### src/rtl/tcm_port_arbiter_pkg.sv
// Shared types and defaults for the TCM port arbiter.
// Owner tags, request bundle and the default starvation limit.
package tcm_arb_pkg;

  localparam int ADDR_W = 16;
  localparam int DATA_W = 32;
  localparam int STRB_W = DATA_W / 8;
  localparam int STARVE_LIMIT_DEF = 8;

  typedef enum logic [1:0] {
    OWN_NONE,
    OWN_M0,
    OWN_M1
  } owner_e;

  typedef struct packed {
    logic [ADDR_W-1:0] addr;
    logic              we;
    logic [STRB_W-1:0] wstrb;
    logic [DATA_W-1:0] wdata;
  } tcm_req_t;

endpackage

### src/rtl/tcm_port_arbiter_if.sv
// Requester-side TCM port: valid/ready request channel
// plus an unconditional one-cycle response.
interface tcm_port_arbiter_if #(
  parameter int ADDR_WIDTH = 16,
  parameter int DATA_WIDTH = 32
);

  logic                    req_valid;
  logic                    req_ready;
  logic [ADDR_WIDTH-1:0]   req_addr;
  logic                    req_we;
  logic [DATA_WIDTH/8-1:0] req_wstrb;
  logic [DATA_WIDTH-1:0]   req_wdata;
  logic                    rsp_valid;
  logic [DATA_WIDTH-1:0]   rsp_rdata;

  modport master (
    output req_valid,
    output req_addr,
    output req_we,
    output req_wstrb,
    output req_wdata,
    input  req_ready,
    input  rsp_valid,
    input  rsp_rdata
  );

  modport slave (
    input  req_valid,
    input  req_addr,
    input  req_we,
    input  req_wstrb,
    input  req_wdata,
    output req_ready,
    output rsp_valid,
    output rsp_rdata
  );

endinterface

### src/rtl/tcm_port_arbiter_starve_ctr.sv
// Saturating count of cycles m1 waited behind m0;
// force_m1 is raised once the count hits LIMIT.
module tcm_arb_starve_ctr #(
  parameter int LIMIT = 8
) (
  input  logic       clk,
  input  logic       rst,
  input  logic       inc,
  input  logic       clr,
  output logic       force_m1,
  output logic [7:0] count
);

  localparam logic [7:0] LIM = 8'(LIMIT);

  always_ff @(posedge clk) begin
    if (rst || clr) begin
      count <= 8'd0;
    end else if (inc && count != LIM) begin
      count <= count + 8'd1;
    end
  end

  assign force_m1 = (count == LIM);

endmodule

### src/rtl/tcm_port_arbiter.sv
// Two-requester arbiter in front of a single-port TCM:
// m0 priority, m1 anti-starvation and exclusive lock.
module tcm_port_arbiter
  import tcm_arb_pkg::*;
#(
  parameter int ADDR_WIDTH   = ADDR_W,
  parameter int DATA_WIDTH   = DATA_W,
  parameter int STARVE_LIMIT = STARVE_LIMIT_DEF
) (
  input  logic                    clk,
  input  logic                    rst,
  tcm_port_arbiter_if.slave       m0,
  tcm_port_arbiter_if.slave       m1,
  input  logic                    m1_lock,
  output logic                    ram_en,
  output logic [DATA_WIDTH/8-1:0] ram_we,
  output logic [ADDR_WIDTH-3:0]   ram_addr,
  output logic [DATA_WIDTH-1:0]   ram_wdata,
  input  logic [DATA_WIDTH-1:0]   ram_rdata,
  output logic [7:0]              starve_cnt_o
);

  tcm_req_t r0, r1, win;
  logic     force_m1;
  logic     gnt0, gnt1;
  owner_e   owner;
  logic     rd_q;
  logic     unused_addr_lsb;

  assign r0 = '{addr:  m0.req_addr,
                we:    m0.req_we,
                wstrb: m0.req_wstrb,
                wdata: m0.req_wdata};
  assign r1 = '{addr:  m1.req_addr,
                we:    m1.req_we,
                wstrb: m1.req_wstrb,
                wdata: m1.req_wdata};

  always_comb begin
    gnt0 = 1'b0;
    gnt1 = 1'b0;
    if (rst) begin
      gnt0 = 1'b0;
    end else if (m1_lock) begin
      gnt1 = m1.req_valid;
    end else if (force_m1 && m1.req_valid) begin
      gnt1 = 1'b1;
    end else if (m0.req_valid) begin
      gnt0 = 1'b1;
    end else begin
      gnt1 = m1.req_valid;
    end
  end

  assign m0.req_ready = gnt0;
  assign m1.req_ready = gnt1;

  assign win       = gnt1 ? r1 : r0;
  assign ram_en    = gnt0 | gnt1;
  assign ram_we    = (ram_en && win.we) ? win.wstrb : '0;
  assign ram_addr  = win.addr[ADDR_WIDTH-1:2];
  assign ram_wdata = win.wdata;

  assign unused_addr_lsb = ^win.addr[1:0];

  // m1 only accrues wait time while it is actually asking
  tcm_arb_starve_ctr #(
    .LIMIT (STARVE_LIMIT)
  ) u_starve (
    .clk      (clk),
    .rst      (rst),
    .inc      (m1.req_valid & gnt0),
    .clr      (gnt1 | ~m1.req_valid),
    .force_m1 (force_m1),
    .count    (starve_cnt_o)
  );

  always_ff @(posedge clk) begin
    if (rst) begin
      owner <= OWN_NONE;
      rd_q  <= 1'b0;
    end else begin
      rd_q <= ~win.we;
      if (gnt0) begin
        owner <= OWN_M0;
      end else if (gnt1) begin
        owner <= OWN_M1;
      end else begin
        owner <= OWN_NONE;
      end
    end
  end

  // reset kills a response already on the wire
  assign m0.rsp_valid = ~rst & (owner == OWN_M0);
  assign m1.rsp_valid = ~rst & (owner == OWN_M1);

  assign m0.rsp_rdata =
    (m0.rsp_valid && rd_q) ? ram_rdata : '0;
  assign m1.rsp_rdata =
    (m1.rsp_valid && rd_q) ? ram_rdata : '0;

endmodule
### src/flat_wrapper.sv
// flat-port wrapper written by rule: the top's interface ports become plain ports
module tcm_port_arbiter_flat import tcm_arb_pkg::*;
#(
  parameter int ADDR_WIDTH   = ADDR_W,
  parameter int DATA_WIDTH   = DATA_W,
  parameter int STARVE_LIMIT = STARVE_LIMIT_DEF
)
  (clk, rst, m1_lock, ram_en, ram_we, ram_addr, ram_wdata, ram_rdata, starve_cnt_o, m0_req_valid, m0_req_addr, m0_req_we, m0_req_wstrb, m0_req_wdata, m0_req_ready, m0_rsp_valid, m0_rsp_rdata, m1_req_valid, m1_req_addr, m1_req_we, m1_req_wstrb, m1_req_wdata, m1_req_ready, m1_rsp_valid, m1_rsp_rdata);
  tcm_port_arbiter_if #(.ADDR_WIDTH(ADDR_WIDTH), .DATA_WIDTH(DATA_WIDTH)) m0_i ();
  tcm_port_arbiter_if #(.ADDR_WIDTH(ADDR_WIDTH), .DATA_WIDTH(DATA_WIDTH)) m1_i ();
  input  logic clk;
  input  logic rst;
  input  logic m1_lock;
  output logic ram_en;
  output logic [DATA_WIDTH/8-1:0] ram_we;
  output logic [ADDR_WIDTH-3:0] ram_addr;
  output logic [DATA_WIDTH-1:0] ram_wdata;
  input  logic [DATA_WIDTH-1:0] ram_rdata;
  output logic [7:0] starve_cnt_o;
  input wire logic [$bits(m0_i.req_valid)-1:0] m0_req_valid;
  input wire logic [$bits(m0_i.req_addr)-1:0] m0_req_addr;
  input wire logic [$bits(m0_i.req_we)-1:0] m0_req_we;
  input wire logic [$bits(m0_i.req_wstrb)-1:0] m0_req_wstrb;
  input wire logic [$bits(m0_i.req_wdata)-1:0] m0_req_wdata;
  output wire logic [$bits(m0_i.req_ready)-1:0] m0_req_ready;
  output wire logic [$bits(m0_i.rsp_valid)-1:0] m0_rsp_valid;
  output wire logic [$bits(m0_i.rsp_rdata)-1:0] m0_rsp_rdata;
  input wire logic [$bits(m1_i.req_valid)-1:0] m1_req_valid;
  input wire logic [$bits(m1_i.req_addr)-1:0] m1_req_addr;
  input wire logic [$bits(m1_i.req_we)-1:0] m1_req_we;
  input wire logic [$bits(m1_i.req_wstrb)-1:0] m1_req_wstrb;
  input wire logic [$bits(m1_i.req_wdata)-1:0] m1_req_wdata;
  output wire logic [$bits(m1_i.req_ready)-1:0] m1_req_ready;
  output wire logic [$bits(m1_i.rsp_valid)-1:0] m1_rsp_valid;
  output wire logic [$bits(m1_i.rsp_rdata)-1:0] m1_rsp_rdata;
  assign m0_i.req_valid = m0_req_valid;
  assign m0_i.req_addr = m0_req_addr;
  assign m0_i.req_we = m0_req_we;
  assign m0_i.req_wstrb = m0_req_wstrb;
  assign m0_i.req_wdata = m0_req_wdata;
  assign m0_req_ready = m0_i.req_ready;
  assign m0_rsp_valid = m0_i.rsp_valid;
  assign m0_rsp_rdata = m0_i.rsp_rdata;
  assign m1_i.req_valid = m1_req_valid;
  assign m1_i.req_addr = m1_req_addr;
  assign m1_i.req_we = m1_req_we;
  assign m1_i.req_wstrb = m1_req_wstrb;
  assign m1_i.req_wdata = m1_req_wdata;
  assign m1_req_ready = m1_i.req_ready;
  assign m1_rsp_valid = m1_i.rsp_valid;
  assign m1_rsp_rdata = m1_i.rsp_rdata;
  tcm_port_arbiter #(.ADDR_WIDTH(ADDR_WIDTH), .DATA_WIDTH(DATA_WIDTH), .STARVE_LIMIT(STARVE_LIMIT)) u_core (.clk(clk), .rst(rst), .m0(m0_i), .m1(m1_i), .m1_lock(m1_lock), .ram_en(ram_en), .ram_we(ram_we), .ram_addr(ram_addr), .ram_wdata(ram_wdata), .ram_rdata(ram_rdata), .starve_cnt_o(starve_cnt_o));
endmodule
### config.mk
export PLATFORM = sky130hd
export DESIGN_NAME = tcm_port_arbiter_flat
export DESIGN_NICKNAME = d
export VERILOG_FILES = /design/src/rtl/tcm_port_arbiter_pkg.sv /design/src/rtl/tcm_port_arbiter_if.sv /design/src/rtl/tcm_port_arbiter_starve_ctr.sv /design/src/rtl/tcm_port_arbiter.sv /design/src/flat_wrapper.sv
export SDC_FILE = /design/constraint.sdc
export NUM_CORES = 1
export LEC_CHECK = 0
export BUFFER_PORTS_ARGS = -buffer_cell sky130_fd_sc_hd__buf_4
export CORE_AREA = 4 4 102 104
export CTS_CLUSTER_SIZE = 20
export DETAILED_ROUTE_END_ITERATION = 8
export DIE_AREA = 0 0 106 108
export GPL_TIMING_DRIVEN = 0
export SETUP_SLACK_MARGIN = 0.15
export SYNTH_ARGS = -nofsm -noshare
export SYNTH_HDL_FRONTEND = slang
export SYNTH_SLANG_ARGS = --single-unit
### constraint.sdc
create_clock -name clk -period 5.41 [get_ports clk]
set_input_delay 0.2705 -clock clk [delete_from_list [all_inputs] [get_ports clk]]
set_output_delay 0.2705 -clock clk [all_outputs]
set_load 0.05 [all_outputs]
==> results by stage <==
CTS:
- The maximum number of buffers from clock root to sink is 2.
- The post-CTS setup repair buffer count is 0.
- The clock root buffer is clkbuf_8.
- The clock insertion delay at the later pin of the skew report is 240 ps.
- Clock-pin slew was measured on the worst setup and hold paths at 50 ps.
- CTS built an H-tree with a depth of 1.
- The number of gates resized after CTS was 0.
- The sink count of the clock tree is 11.
- The number of buffers created by CTS is 3.
- The clock tree from TritonCTS is built.
- The count of hold buffers inserted by post-cts repair is 0.

Worst setup path:
- The startpoint type of the worst setup path is a flop.
- The startpoint of the lowest-slack register-to-register path is u_core.u_starve.count[0].
- The data required time at the worst endpoint is 5140 ps.
- Data on the critical path arrives at its endpoint at 2320 ps.
- For this run, the slowest stage of the critical path takes 450 ps.
- Counting cells, the worst reg-to-reg path comes to 6.
- In this run the critical register-to-register path is captured at u_core.rd_q.
- The slowest stage of the critical path is the dfxtp_1 cell.
- The minimum setup slack among reg-to-reg paths is 3710 ps.
- The critical path contains buffers and inverters numbering 4 combined.
- The largest fanout on the critical path is 10.
- The cell type group with the largest total delay on the critical path is buffers and inverters.
- The category of the most critical setup path is reg2out.
- Traced cell by cell, the critical path runs through inv_1, ha_1, and4bb_2, a22oi_4, nor2_4, buf_6, buf_12, mux2_4, buf_4.
- STA classifies the critical path endpoint as an output port.

Placed design:
- During placement, the flow inserted port buffers numbering 265.
- Timing analysis after detailed placement gives a worst setup slack of 3070 ps.
- The area of placed instances is 3860 sq um.
- The congestion estimate from routability-driven global placement came to 0.769.
- Once detailed placement completed, the half-perimeter wirelength came to 7.88 mm.

Finish:
- Fill cells in the final layout number 958.
- At the end of the flow, the number of nets in the layout was 604.
- Registers take 220 sq um.
- The total inserted antenna cells is 0.
- The leading cell type in the layout, fill and taps excluded is buf_4.
- Leaving out fill and tap cells, the most frequent cells in the layout are buf_4, and3_1, mux2_2.
- In the final layout, the multi-input gates occupy 1350 sq um.
- After routing the design area is 3910 sq um.
- The share of layout cells above drive strength 1 is 71.2%.
- The synthesis-to-layout area growth is 129%.

Floorplanning:
- The floorplan step set the die height to 108 um.
- Once the floorplan was initialized, standard cells occupied 17.8% of the core.
- The die width is 106 um.
- The core outline area is 9550 sq um.
- 270 I/O pins were placed.
- The number of placement rows is 36.
- The die covers 11,400 sq um.

Drt:
- Across all layers, the routed design uses 2,548 vias.
- Dividing the detail-routed via count by the number of cells gives 4.31.
- The routed wire length is 9.05 mm.
- Once detail routing completed, the nets flagged for antenna violations numbered 0.
- Dividing the detail-routed wire length by the instance count gives 15.3 um.
- The first detailed-routing pass took 4 iterations.
- The number of design rule violations left after detail routing is 0.
- The number of design-rule violations left by the first detailed-router iteration is 71.

Yosys:
- The synthesis-stage register bit count is 11.
- The number of nets in the synthesized netlist is 334.
- The sequential area share after synthesis is 12.9%.
- The cell area that synthesis handed to floorplanning was 1700 sq um.
- The cell count after synthesis is 189.
- Summed over its instances, the top area cell type makes up 23.9% of the synthesized netlist area.
- By area the synthesized netlist is led by and3_1, mux2_2, mux2_4.
- The Yosys step of the flow raised 0 warnings.
- The average instance in the mapped netlist occupies 9.01 sq um.
- The count of different cell masters after synthesis is 31.
- Of all cell types, the one taking the most synthesized area is and3_1.

Timing:
- For the pin with the worst max-slew slack, the measured transition is 756 ps.
- Across all setup checks in the final design, the least slack found is 2820 ps.
- Of the available clock period, the critical path in the final layout requires 47.8%.
- The final hold violation count was 0.
- Setup repair after global routing left no endpoint under its margin.
- Across the routed clock network, the largest skew measured is 6.16 ps.
- The final-layout setup total negative slack is 0 ps.
- The max-slew violation count is 0.
- Setup violations remaining at the end of the flow were counted as 0.
- Static timing analysis puts the maximum clock frequency at 386 MHz.
- Subtracting the final worst setup slack from the clock period gives 2590 ps.
- The worst-case headroom to the max-slew limit is 49.5%.

Power and ir drop:
- The cell leakage power is 2.26 nW.
- The power density of the placed cells is 128 nW/um^2.
- The total power is 0.000501 W.
- VDD sags by at most 0.0631 mV.

GRT:
- The remaining global-route overflow is 0.
- The number of global-route vias before repair is 2,592.
- The wire length of the first global-routing pass is 13.1 mm.
- The all-layer global routing usage is 14.1%.
- The initial antenna violation count was 0.
- Entering global routing, the biggest net connects 11 pins.

Worst hold path:
- Along the worst hold path, the cell count comes to 3.
- The worst hold path belongs to the class in2reg.
- In this run the most critical hold path is launched from m0_req_we.
- For hold timing, the worst endpoint is u_core.rd_q.

Flow run:
- The tool flagged a number of max-cap violations equal to 0.

Status:
- The run finished with clean final reports.
power by group:
group / internal, W / switching [W] / leakage (nW)
combinational: 0.000149 / 0.000186 / 2.14
sequential: 0.0000826 / 0.000000816 / 0.0893
clock: 0.0000507 / 0.0000321 / 0.0255
per-stage QoR:
stage,std cells,hold slack [ps],util (%)
after floorplan,189,451,-
after global placement,587,496,40.4
after detailed placement,587,501,40.4
after CTS,591,321,40.9
after global routing,591,342,40.9
final,591,326,40.9
sequential cells by signal, summed over array words and instances, names as in the netlist:
signal / count
u_core.rd_q: 1
u_core.u_starve.count: 8
u_core.owner: 2
Yosys cell counts:
master,instances
clkbuf_1,12
buf_4,2
a2111oi_2,1
buf_1,2
mux2_4,20
dfxtp_1,11
nand4_1,1
nand2b_1,1
mux2_2,27
nand3_1,3
nand2_1,1
and4_1,1
buf_6,1
nor3_1,1
xor2_1,5
a211oi_1,2
nor3b_1,3
inv_1,5
nor2_4,1
a2111o_1,1
xnor2_1,1
a21oi_1,1
a22o_1,3
and4bb_2,1
and3_1,65
buf_12,2
a22oi_4,1
ha_1,2
nor4b_4,1
nor2_1,10
a32o_1,1
layout make-up:
type                    count  area share [%]
inverters                   5           0.481
well taps                 133            4.26
flip-flops and latches     11            5.64
plain buffers              19            3.04
multi-input cells         154            34.4
clock buffers               3            1.06
clock inverters             1           0.128
repair buffers            265            50.9
kinds of logic (layout without fill, tap and decap cells):
kind of cell | Yosys count | after routing | share of synthesized area (%)
simple gates | 89 | 89 | 32.8
xor+xnor | 6 | 6 | 3.09
compound gates | 10 | 10 | 6.10
mux | 47 | 47 | 35.5
buf+inv | 24 | 293 | 8.08
fa+ha+maj | 2 | 2 | 1.47
flops | 11 | 11 | 12.9
worst max path at each step:
stage / start / endpoint / slack [ps] / cells after the start
final: u_core.u_starve.count[0] / ram_wdata[24] / 2820 / 9
after floorplan: u_core.u_starve.count[0] / m0_req_ready / 2710 / 4
after CTS: u_core.u_starve.count[0] / ram_wdata[24] / 2810 / 9
after detailed placement: rst / m0_rsp_rdata[5] / 3070 / 6
after global placement: rst / m0_rsp_rdata[5] / 3060 / 6
after global routing: u_core.u_starve.count[0] / ram_wdata[24] / 2720 / 9
per-layer routing:
layer / part of all wire (%) / global-route usage [%] / wire, um / vias up
met5: 0 / 0 / 0 / -
met4: 1.0 / 2.78 / 94 / 0
met3: 10 / 4.00 / 942 / 8
met2: 53 / 27.3 / 4800 / 168
met1: 36 / 15.1 / 3210 / 1140
li1: - / - / - / 1232
worst register-to-register path, cell delays in order, from the launching register on:
cell      delay (ps)
dfxtp_1          450
inv_1             70
ha_1             190
and4bb_2         280
a22oi_4          210
mux2_2           360
nor2_1            70
(Power assumes the default switching activity.)
